===== src/rtl/tape_arbiter_if.sv =====
// CPU cell-access bus of the data-tape arbiter: req/ack handshake with byte read/write.
// master = CPU side, slave = arbiter side.
interface tape_arbiter_if;
    logic        cpu_req;
    logic        cpu_we;
    logic [14:0] cpu_addr;
    logic [7:0]  cpu_wdata;
    logic        cpu_ack;
    logic [7:0]  cpu_rdata;

    modport master (
        output cpu_req, cpu_we, cpu_addr, cpu_wdata,
        input  cpu_ack, cpu_rdata
    );

    modport slave (
        input  cpu_req, cpu_we, cpu_addr, cpu_wdata,
        output cpu_ack, cpu_rdata
    );
endinterface


===== src/rtl/tape_arbiter.sv =====
// Shares the 16K x 16 data-tape SPRAM between the VGA reader, the CPU and a tape-clear engine.
// Define TAPE_ARB_STARVE_EN to let a starved CPU request steal a cycle during the display area.
module tape_arbiter #(
    parameter int unsigned STARVE_LIMIT = 64,
    parameter int unsigned CLEAR_WORDS  = 16384
) (
    input  logic          clk,
    input  logic          resetn,
    input  logic          in_display_area,
    input  logic [14:0]   vga_addr,
    output logic [7:0]    vga_cell,
    tape_arbiter_if.slave cpu_bus,
    input  logic          clear_req,
    output logic          clear_busy,
    output logic          clear_done,
    output logic [13:0]   mem_addr,
    output logic [3:0]    mem_we,
    output logic [15:0]   mem_din,
    input  logic [15:0]   mem_dout
);
    localparam int unsigned CntW = (CLEAR_WORDS > 1) ? $clog2(CLEAR_WORDS) : 1;

    typedef enum logic [1:0] {StIdle, StCpuIssue, StCpuDone} state_e;

    state_e          state_q, state_d;
    logic [CntW-1:0] clear_cnt_q, clear_cnt_d;
    logic            clear_busy_q, clear_busy_d;
    logic            clear_done_q, clear_done_d;
    logic            vga_own, vga_own_q, vga_sel_q;
    logic [7:0]      vga_hold_q, cpu_rdata_q;
    logic            cpu_grant, clear_own, steal, clear_last;
    logic [7:0]      vga_byte, cpu_byte;

`ifdef TAPE_ARB_STARVE_EN
    localparam int unsigned StW = (STARVE_LIMIT > 0) ? $clog2(STARVE_LIMIT + 1) : 1;

    logic [StW-1:0] starve_q, starve_d;
    logic           blocked;

    always_comb begin
        blocked  = cpu_bus.cpu_req && (state_q == StIdle) && in_display_area;
        steal    = blocked && (starve_q >= StW'(STARVE_LIMIT));
        starve_d = starve_q;
        if (cpu_grant || cpu_bus.cpu_ack) begin
            starve_d = '0;
        end else if (blocked) begin
            starve_d = starve_q + 1'b1;
        end
    end

    always_ff @(posedge clk or negedge resetn) begin
        if (!resetn) begin
            starve_q <= '0;
        end else begin
            starve_q <= starve_d;
        end
    end
`else
    assign steal = 1'b0;
`endif

    assign clear_last = (clear_cnt_q == CntW'(CLEAR_WORDS - 1));

    // Ownership is only arbitrated in IDLE; a started CPU access keeps the port through ISSUE.
    always_comb begin
        cpu_grant = 1'b0;
        clear_own = 1'b0;
        vga_own   = 1'b0;
        if (state_q == StIdle) begin
            if (steal) begin
                cpu_grant = 1'b1;
            end else if (in_display_area) begin
                vga_own = 1'b1;
            end else if (clear_busy_q) begin
                clear_own = 1'b1;
            end else if (cpu_bus.cpu_req) begin
                cpu_grant = 1'b1;
            end else begin
                vga_own = 1'b1;
            end
        end else if (state_q == StCpuDone) begin
            vga_own = 1'b1;
        end
    end

    always_comb begin
        mem_addr = vga_addr[13:0];
        mem_we   = 4'b0000;
        mem_din  = {cpu_bus.cpu_wdata, cpu_bus.cpu_wdata};
        if (clear_own) begin
            mem_addr = 14'(clear_cnt_q);
            mem_we   = 4'b1111;
            mem_din  = '0;
        end else if (cpu_grant) begin
            mem_addr = cpu_bus.cpu_addr[13:0];
            if (cpu_bus.cpu_we) begin
                mem_we = cpu_bus.cpu_addr[14] ? 4'b1100 : 4'b0011;
            end
        end else if (state_q == StCpuIssue) begin
            // Re-present the address so the read data lands in CPU_DONE.
            mem_addr = cpu_bus.cpu_addr[13:0];
        end
        if (!resetn) begin
            mem_we = 4'b0000;
        end
    end

    always_comb begin
        state_d = state_q;
        unique case (state_q)
            StIdle:     if (cpu_grant) state_d = StCpuIssue;
            StCpuIssue: state_d = StCpuDone;
            StCpuDone:  state_d = StIdle;
            default:    state_d = StIdle;
        endcase

        clear_busy_d = clear_busy_q;
        clear_cnt_d  = clear_cnt_q;
        clear_done_d = 1'b0;
        if (!clear_busy_q) begin
            if (clear_req) begin
                clear_busy_d = 1'b1;
                clear_cnt_d  = '0;
            end
        end else if (clear_own) begin
            if (clear_last) begin
                clear_busy_d = 1'b0;
                clear_done_d = 1'b1;
                clear_cnt_d  = '0;
            end else begin
                clear_cnt_d = clear_cnt_q + 1'b1;
            end
        end
    end

    assign vga_byte   = vga_sel_q ? mem_dout[15:8] : mem_dout[7:0];
    assign cpu_byte   = cpu_bus.cpu_addr[14] ? mem_dout[15:8] : mem_dout[7:0];
    assign vga_cell   = vga_own_q ? vga_byte : vga_hold_q;
    assign clear_busy = clear_busy_q;
    assign clear_done = clear_done_q;

    assign cpu_bus.cpu_ack   = (state_q == StCpuDone);
    assign cpu_bus.cpu_rdata = (cpu_bus.cpu_ack && !cpu_bus.cpu_we) ? cpu_byte : cpu_rdata_q;

    always_ff @(posedge clk or negedge resetn) begin
        if (!resetn) begin
            state_q      <= StIdle;
            clear_cnt_q  <= '0;
            clear_busy_q <= 1'b0;
            clear_done_q <= 1'b0;
            vga_own_q    <= 1'b0;
            vga_sel_q    <= 1'b0;
            vga_hold_q   <= '0;
            cpu_rdata_q  <= '0;
        end else begin
            state_q      <= state_d;
            clear_cnt_q  <= clear_cnt_d;
            clear_busy_q <= clear_busy_d;
            clear_done_q <= clear_done_d;
            vga_own_q    <= vga_own;
            if (vga_own) begin
                vga_sel_q <= vga_addr[14];
            end
            vga_hold_q  <= vga_cell;
            cpu_rdata_q <= cpu_bus.cpu_rdata;
        end
    end
endmodule


===== src/flat_wrapper.sv =====
// flat-port wrapper written by rule: the top's interface ports become plain ports
module tape_arbiter_flat 
#(
    parameter int unsigned STARVE_LIMIT = 64,
    parameter int unsigned CLEAR_WORDS  = 16384
)
  (clk, resetn, in_display_area, vga_addr, vga_cell, clear_req, clear_busy, clear_done, mem_addr, mem_we, mem_din, mem_dout, cpu_bus_cpu_req, cpu_bus_cpu_we, cpu_bus_cpu_addr, cpu_bus_cpu_wdata, cpu_bus_cpu_ack, cpu_bus_cpu_rdata);
  tape_arbiter_if cpu_bus_i ();
  input  logic clk;
  input  logic resetn;
  input  logic in_display_area;
  input  logic [14:0] vga_addr;
  output logic [7:0] vga_cell;
  input  logic clear_req;
  output logic clear_busy;
  output logic clear_done;
  output logic [13:0] mem_addr;
  output logic [3:0] mem_we;
  output logic [15:0] mem_din;
  input  logic [15:0] mem_dout;
  input wire logic [$bits(cpu_bus_i.cpu_req)-1:0] cpu_bus_cpu_req;
  input wire logic [$bits(cpu_bus_i.cpu_we)-1:0] cpu_bus_cpu_we;
  input wire logic [$bits(cpu_bus_i.cpu_addr)-1:0] cpu_bus_cpu_addr;
  input wire logic [$bits(cpu_bus_i.cpu_wdata)-1:0] cpu_bus_cpu_wdata;
  output wire logic [$bits(cpu_bus_i.cpu_ack)-1:0] cpu_bus_cpu_ack;
  output wire logic [$bits(cpu_bus_i.cpu_rdata)-1:0] cpu_bus_cpu_rdata;
  assign cpu_bus_i.cpu_req = cpu_bus_cpu_req;
  assign cpu_bus_i.cpu_we = cpu_bus_cpu_we;
  assign cpu_bus_i.cpu_addr = cpu_bus_cpu_addr;
  assign cpu_bus_i.cpu_wdata = cpu_bus_cpu_wdata;
  assign cpu_bus_cpu_ack = cpu_bus_i.cpu_ack;
  assign cpu_bus_cpu_rdata = cpu_bus_i.cpu_rdata;
  tape_arbiter #(.STARVE_LIMIT(STARVE_LIMIT), .CLEAR_WORDS(CLEAR_WORDS)) u_core (.clk(clk), .resetn(resetn), .in_display_area(in_display_area), .vga_addr(vga_addr), .vga_cell(vga_cell), .cpu_bus(cpu_bus_i), .clear_req(clear_req), .clear_busy(clear_busy), .clear_done(clear_done), .mem_addr(mem_addr), .mem_we(mem_we), .mem_din(mem_din), .mem_dout(mem_dout));
endmodule

===== config.mk =====
export PLATFORM = sky130hd
export DESIGN_NAME = tape_arbiter_flat
export DESIGN_NICKNAME = d
export VERILOG_FILES = /design/src/rtl/tape_arbiter_if.sv /design/src/rtl/tape_arbiter.sv /design/src/flat_wrapper.sv
export SDC_FILE = /design/constraint.sdc
export NUM_CORES = 1
export LEC_CHECK = 0
export ABC_AREA = 1
export CORE_ASPECT_RATIO = 1.2
export CORE_MARGIN = 2
export CORE_UTILIZATION = 39
export DETAILED_ROUTE_END_ITERATION = 7
export HOLD_SLACK_MARGIN = 0.12
export PLACE_DENSITY = 0.78
export SETUP_SLACK_MARGIN = 0.02
export SLEW_MARGIN = 10
export SYNTH_ARGS = -nofsm -noshare
export SYNTH_HDL_FRONTEND = slang
export SYNTH_SLANG_ARGS = --single-unit

===== constraint.sdc =====
create_clock -name clk -period 1.5 [get_ports clk]
set_clock_uncertainty 0.1 [all_clocks]
set_input_delay 0.3 -clock clk [delete_from_list [all_inputs] [get_ports clk]]
set_output_delay 0.3 -clock clk [all_outputs]
set_load 0.01 [all_outputs]

==> impl_metrics.csv <==
group,metric,value,unit
outcome,outcome,"complete, but fails checks",
outcome,violations,"setup timing",
worst_setup_path,worst-r2r-cell-count,11,
drt,first_pass_iters,4,
flow_run,cap_viol_max_count,0,
sta,post-route-min-period,2.062,ns
drt,vias_per_cell,5.119,
synthesis,synth_top_cell_area_share,34.90,%
worst_setup_path,cp_slowest_stage_delay,0.42,ns
sta,max_slew_margin,67.45,%
synthesis,synth_area_leaders,"dfrtp_1, nand2_1, inv_1, nand3_1, nor2_1",
layout,layout.cells.non_filler,645,
sta,final.setup.worst_slack,-0.5624,ns
sta,setup_tns,-24.12,ns
drt,routedWlPerCell,16.53,um
placement,dp_cells,597,
floorplan,ios,113,
synthesis,ys_seq_area_share,34.90,%
power,p_per_area,682.0,mW/mm^2
clock_network,cts_buffers,5,
clock_network,clock_path_buffers,2,
drt,drtIter0Drc,142,
clock_network,cts_sinks,36,
global_route,grt_pass1_wl,15700,um
placement,pre_cts_ws,-0.9472,ns
placement,port_buffers,112,
floorplan,die_height,93.12,um
floorplan,core,0.006406,mm^2
hold_path,holdCritPathClass,"in -> async",
sta,rsz0062_at_grt,"true",
worst_setup_path,cp_slowest_cell,"dfrtp_1",
clock_network,clk-insertion-delay-late,0.29,ns
placement,place.gp.congestion,0.9546,
layout,antenna_cells,0,
clock_network,root_buffer,"clkbuf_8",
sta,max_slew.worst_pin.slew,0.4882,ns
synthesis,synth_area,0.002581,mm^2
clock_network,cts_hold_buf,0,
worst_setup_path,arrival,1.66,ns
placement,dp_hpwl,5911,um
power,peakVddDrop,0.0005561,V
synthesis,yosysTopAreaCell,"dfrtp_1",
layout,post-route-util,80.45,%
power,p_leak,2.520,nW
clock_network,path_clk_slew,0.08,ns
global_route,grt_pass1_vias,3305,
layout,synthToLayoutAreaGrowth,99.66,%
synthesis,ys_types,28,
layout,layout-drive-gt1-share,49.64,%
synthesis,syn_inst,388,
global_route,overflow,0,
synthesis,yosysWarnings,0,
worst_setup_path,cp_max_fo,3,
global_route,antenna_found_initial,0,
sta,finalHoldViolCount,0,
sta,max_freq,484.9,MHz
worst_setup_path,crit_required,1.10,ns
worst_setup_path,critPathKind,"reg -> out",
clock_network,htreeDepth,2,
sta,fin_crit_sh,137.5,%
worst_setup_path,end_kind,"primary output",
synthesis,syn_nets,449,
global_route,grt.total_usage,27.30,%
synthesis,synth-seq-cells,36,
sta,finalMaxSlewViolations,0,
drt,ant_nets,0,
floorplan,initial_core_util,40.29,%
floorplan,rows,32,
drt,routed_wl,10660,um
worst_setup_path,cp-start-kind,"flip-flop",
drt,num_vias,3302,
sta,setup_viol,66,
drt,drcViolationCount,0,
power,power,3.515,mW
global_route,grt_max_degree,37,
layout,fin_nets,621,
clock_network,cts_tree,"yes",
synthesis,synth_area_per_cell,6.653,um^2
floorplan,die_area,0.007288,mm^2
floorplan,fp.dieW,78.27,um
worst_setup_path,crit_path_cell_trace,"nor2_4, nand4_4, buf_6, nor2_4, nand2_2, a21oi_4, buf_6",
-- metrics by stage --
stage,cell area (um^2),hold WS [ns]
final,5154,0.3754
after floorplan,2746,-0.09559
after global routing,5154,0.4037
after global placement,4093,0.4087
after detailed placement,4093,0.4191
after CTS,4797,0.3915
-- final timing paths --
kind	startpoint	to	slack [ns]
worst min register to register	u_core.cpu_rdata_q[2]	u_core.cpu_rdata_q[2]	0.41
worst min-delay path	resetn	u_core.clear_busy	0.38
worst max register to register	u_core.state_q[0]	u_core.clear_cnt_q[12]	-0.22
min in group clk	u_core.cpu_rdata_q[2]	u_core.cpu_rdata_q[2]	0.41
max in group asynchronous	resetn	u_core.vga_own_q	0.56
worst max-delay path	u_core.state_q[0]	mem_we[0]	-0.56
-- cells in the mapped netlist --
| master | number |
|---|---|
| or2_2 | 10 |
| ha_1 | 1 |
| buf_2 | 3 |
| o21ai_0 | 16 |
| nand4_1 | 9 |
| inv_2 | 2 |
| clkinv_1 | 2 |
| nor3_4 | 1 |
| nand4_4 | 1 |
| o211ai_1 | 8 |
| a21oi_1 | 4 |
| clkbuf_1 | 2 |
| buf_6 | 6 |
| nor2_1 | 32 |
| nand2_2 | 3 |
| buf_4 | 12 |
| nor2_2 | 5 |
| nand3_1 | 29 |
| o21ai_1 | 1 |
| nand3_2 | 1 |
| a31oi_1 | 8 |
| inv_4 | 2 |
| dfrtp_1 | 36 |
| inv_1 | 69 |
| nand2_4 | 2 |
| nand2_1 | 120 |
| nor2_4 | 2 |
| xor2_1 | 1 |
-- cell type report --
type	instances	area [um^2]
clock buffers	7	96.34
fillers	401	1252
inverters	75	310.3
multi-input cells	255	1882
flip-flops and latches	36	902.1
well taps	85	106.4
repair buffers	185	1834
repair inverters	2	22.52
-- per-layer routing --
metal	global-route usage [%]	wire length, um	vias to the layer above
li1	-	-	1531
met3	4.826	740	49
met5	0	0	-
met1	29.33	3732	1544
met2	52.08	5685	178
met4	11.26	501	0
-- where the power goes --
part	internal [mW]	leakage (nW)	switching, mW	total, mW
Sequential	1.08	0.418	0.0996	1.18
Combinational	0.794	2.05	0.757	1.55
Clock	0.410	0.0503	0.371	0.781
-- registers in the layout, indices dropped and copies added (netlist names) --
register / count
u_core.clear_busy: 1
u_core.vga_sel_q: 1
u_core.clear_done: 1
u_core.vga_hold_q: 8
u_core.vga_own_q: 1
u_core.clear_cnt_q: 14
u_core.cpu_rdata_q: 8
u_core.state_q: 2
-- repair_timing --
action	in CTS	in global routing
endpoints found under the setup margin	67	75
resized for setup	344	79
cloned	4	2
setup buffers	28	9
pin swaps	33	31
-- worst max-delay path: cells and delay by family, from the launching register on --
kind                   cells  cell delay, ns
AO/OA/AOI/OAI              1            0.16
AND/OR/NAND/NOR            4            0.49
buffers and inverters      2            0.30
flip-flops                 1            0.42
-- kinds of logic (layout without fill, tap and decap cells) --
group                    Yosys count  after routing  share of synthesized area, %
AO/OA/AOI/OAI                     37             37                         8.338
buffers and inverters             98            269                         18.08
adder cells (fa/ha/maj)            1              1                        0.4847
flip-flops                        36             36                         34.90
XOR/XNOR                           1              1                        0.3394
AND/OR/NAND/NOR                  215            216                         37.86
-- cells in the final DEF (no fill, tap or decap), drive strengths merged, types with 10 or more instances in the layout --
| master | n |
|---|---|
| nand3 | 30 |
| nand2 | 126 |
| inv | 73 |
| dfrtp | 36 |
| clkdlybuf4s50 | 58 |
| or2 | 10 |
| nand4 | 10 |
| buf | 124 |
| o21ai | 17 |
| nor2 | 39 |
(Power assumes the default switching activity.)
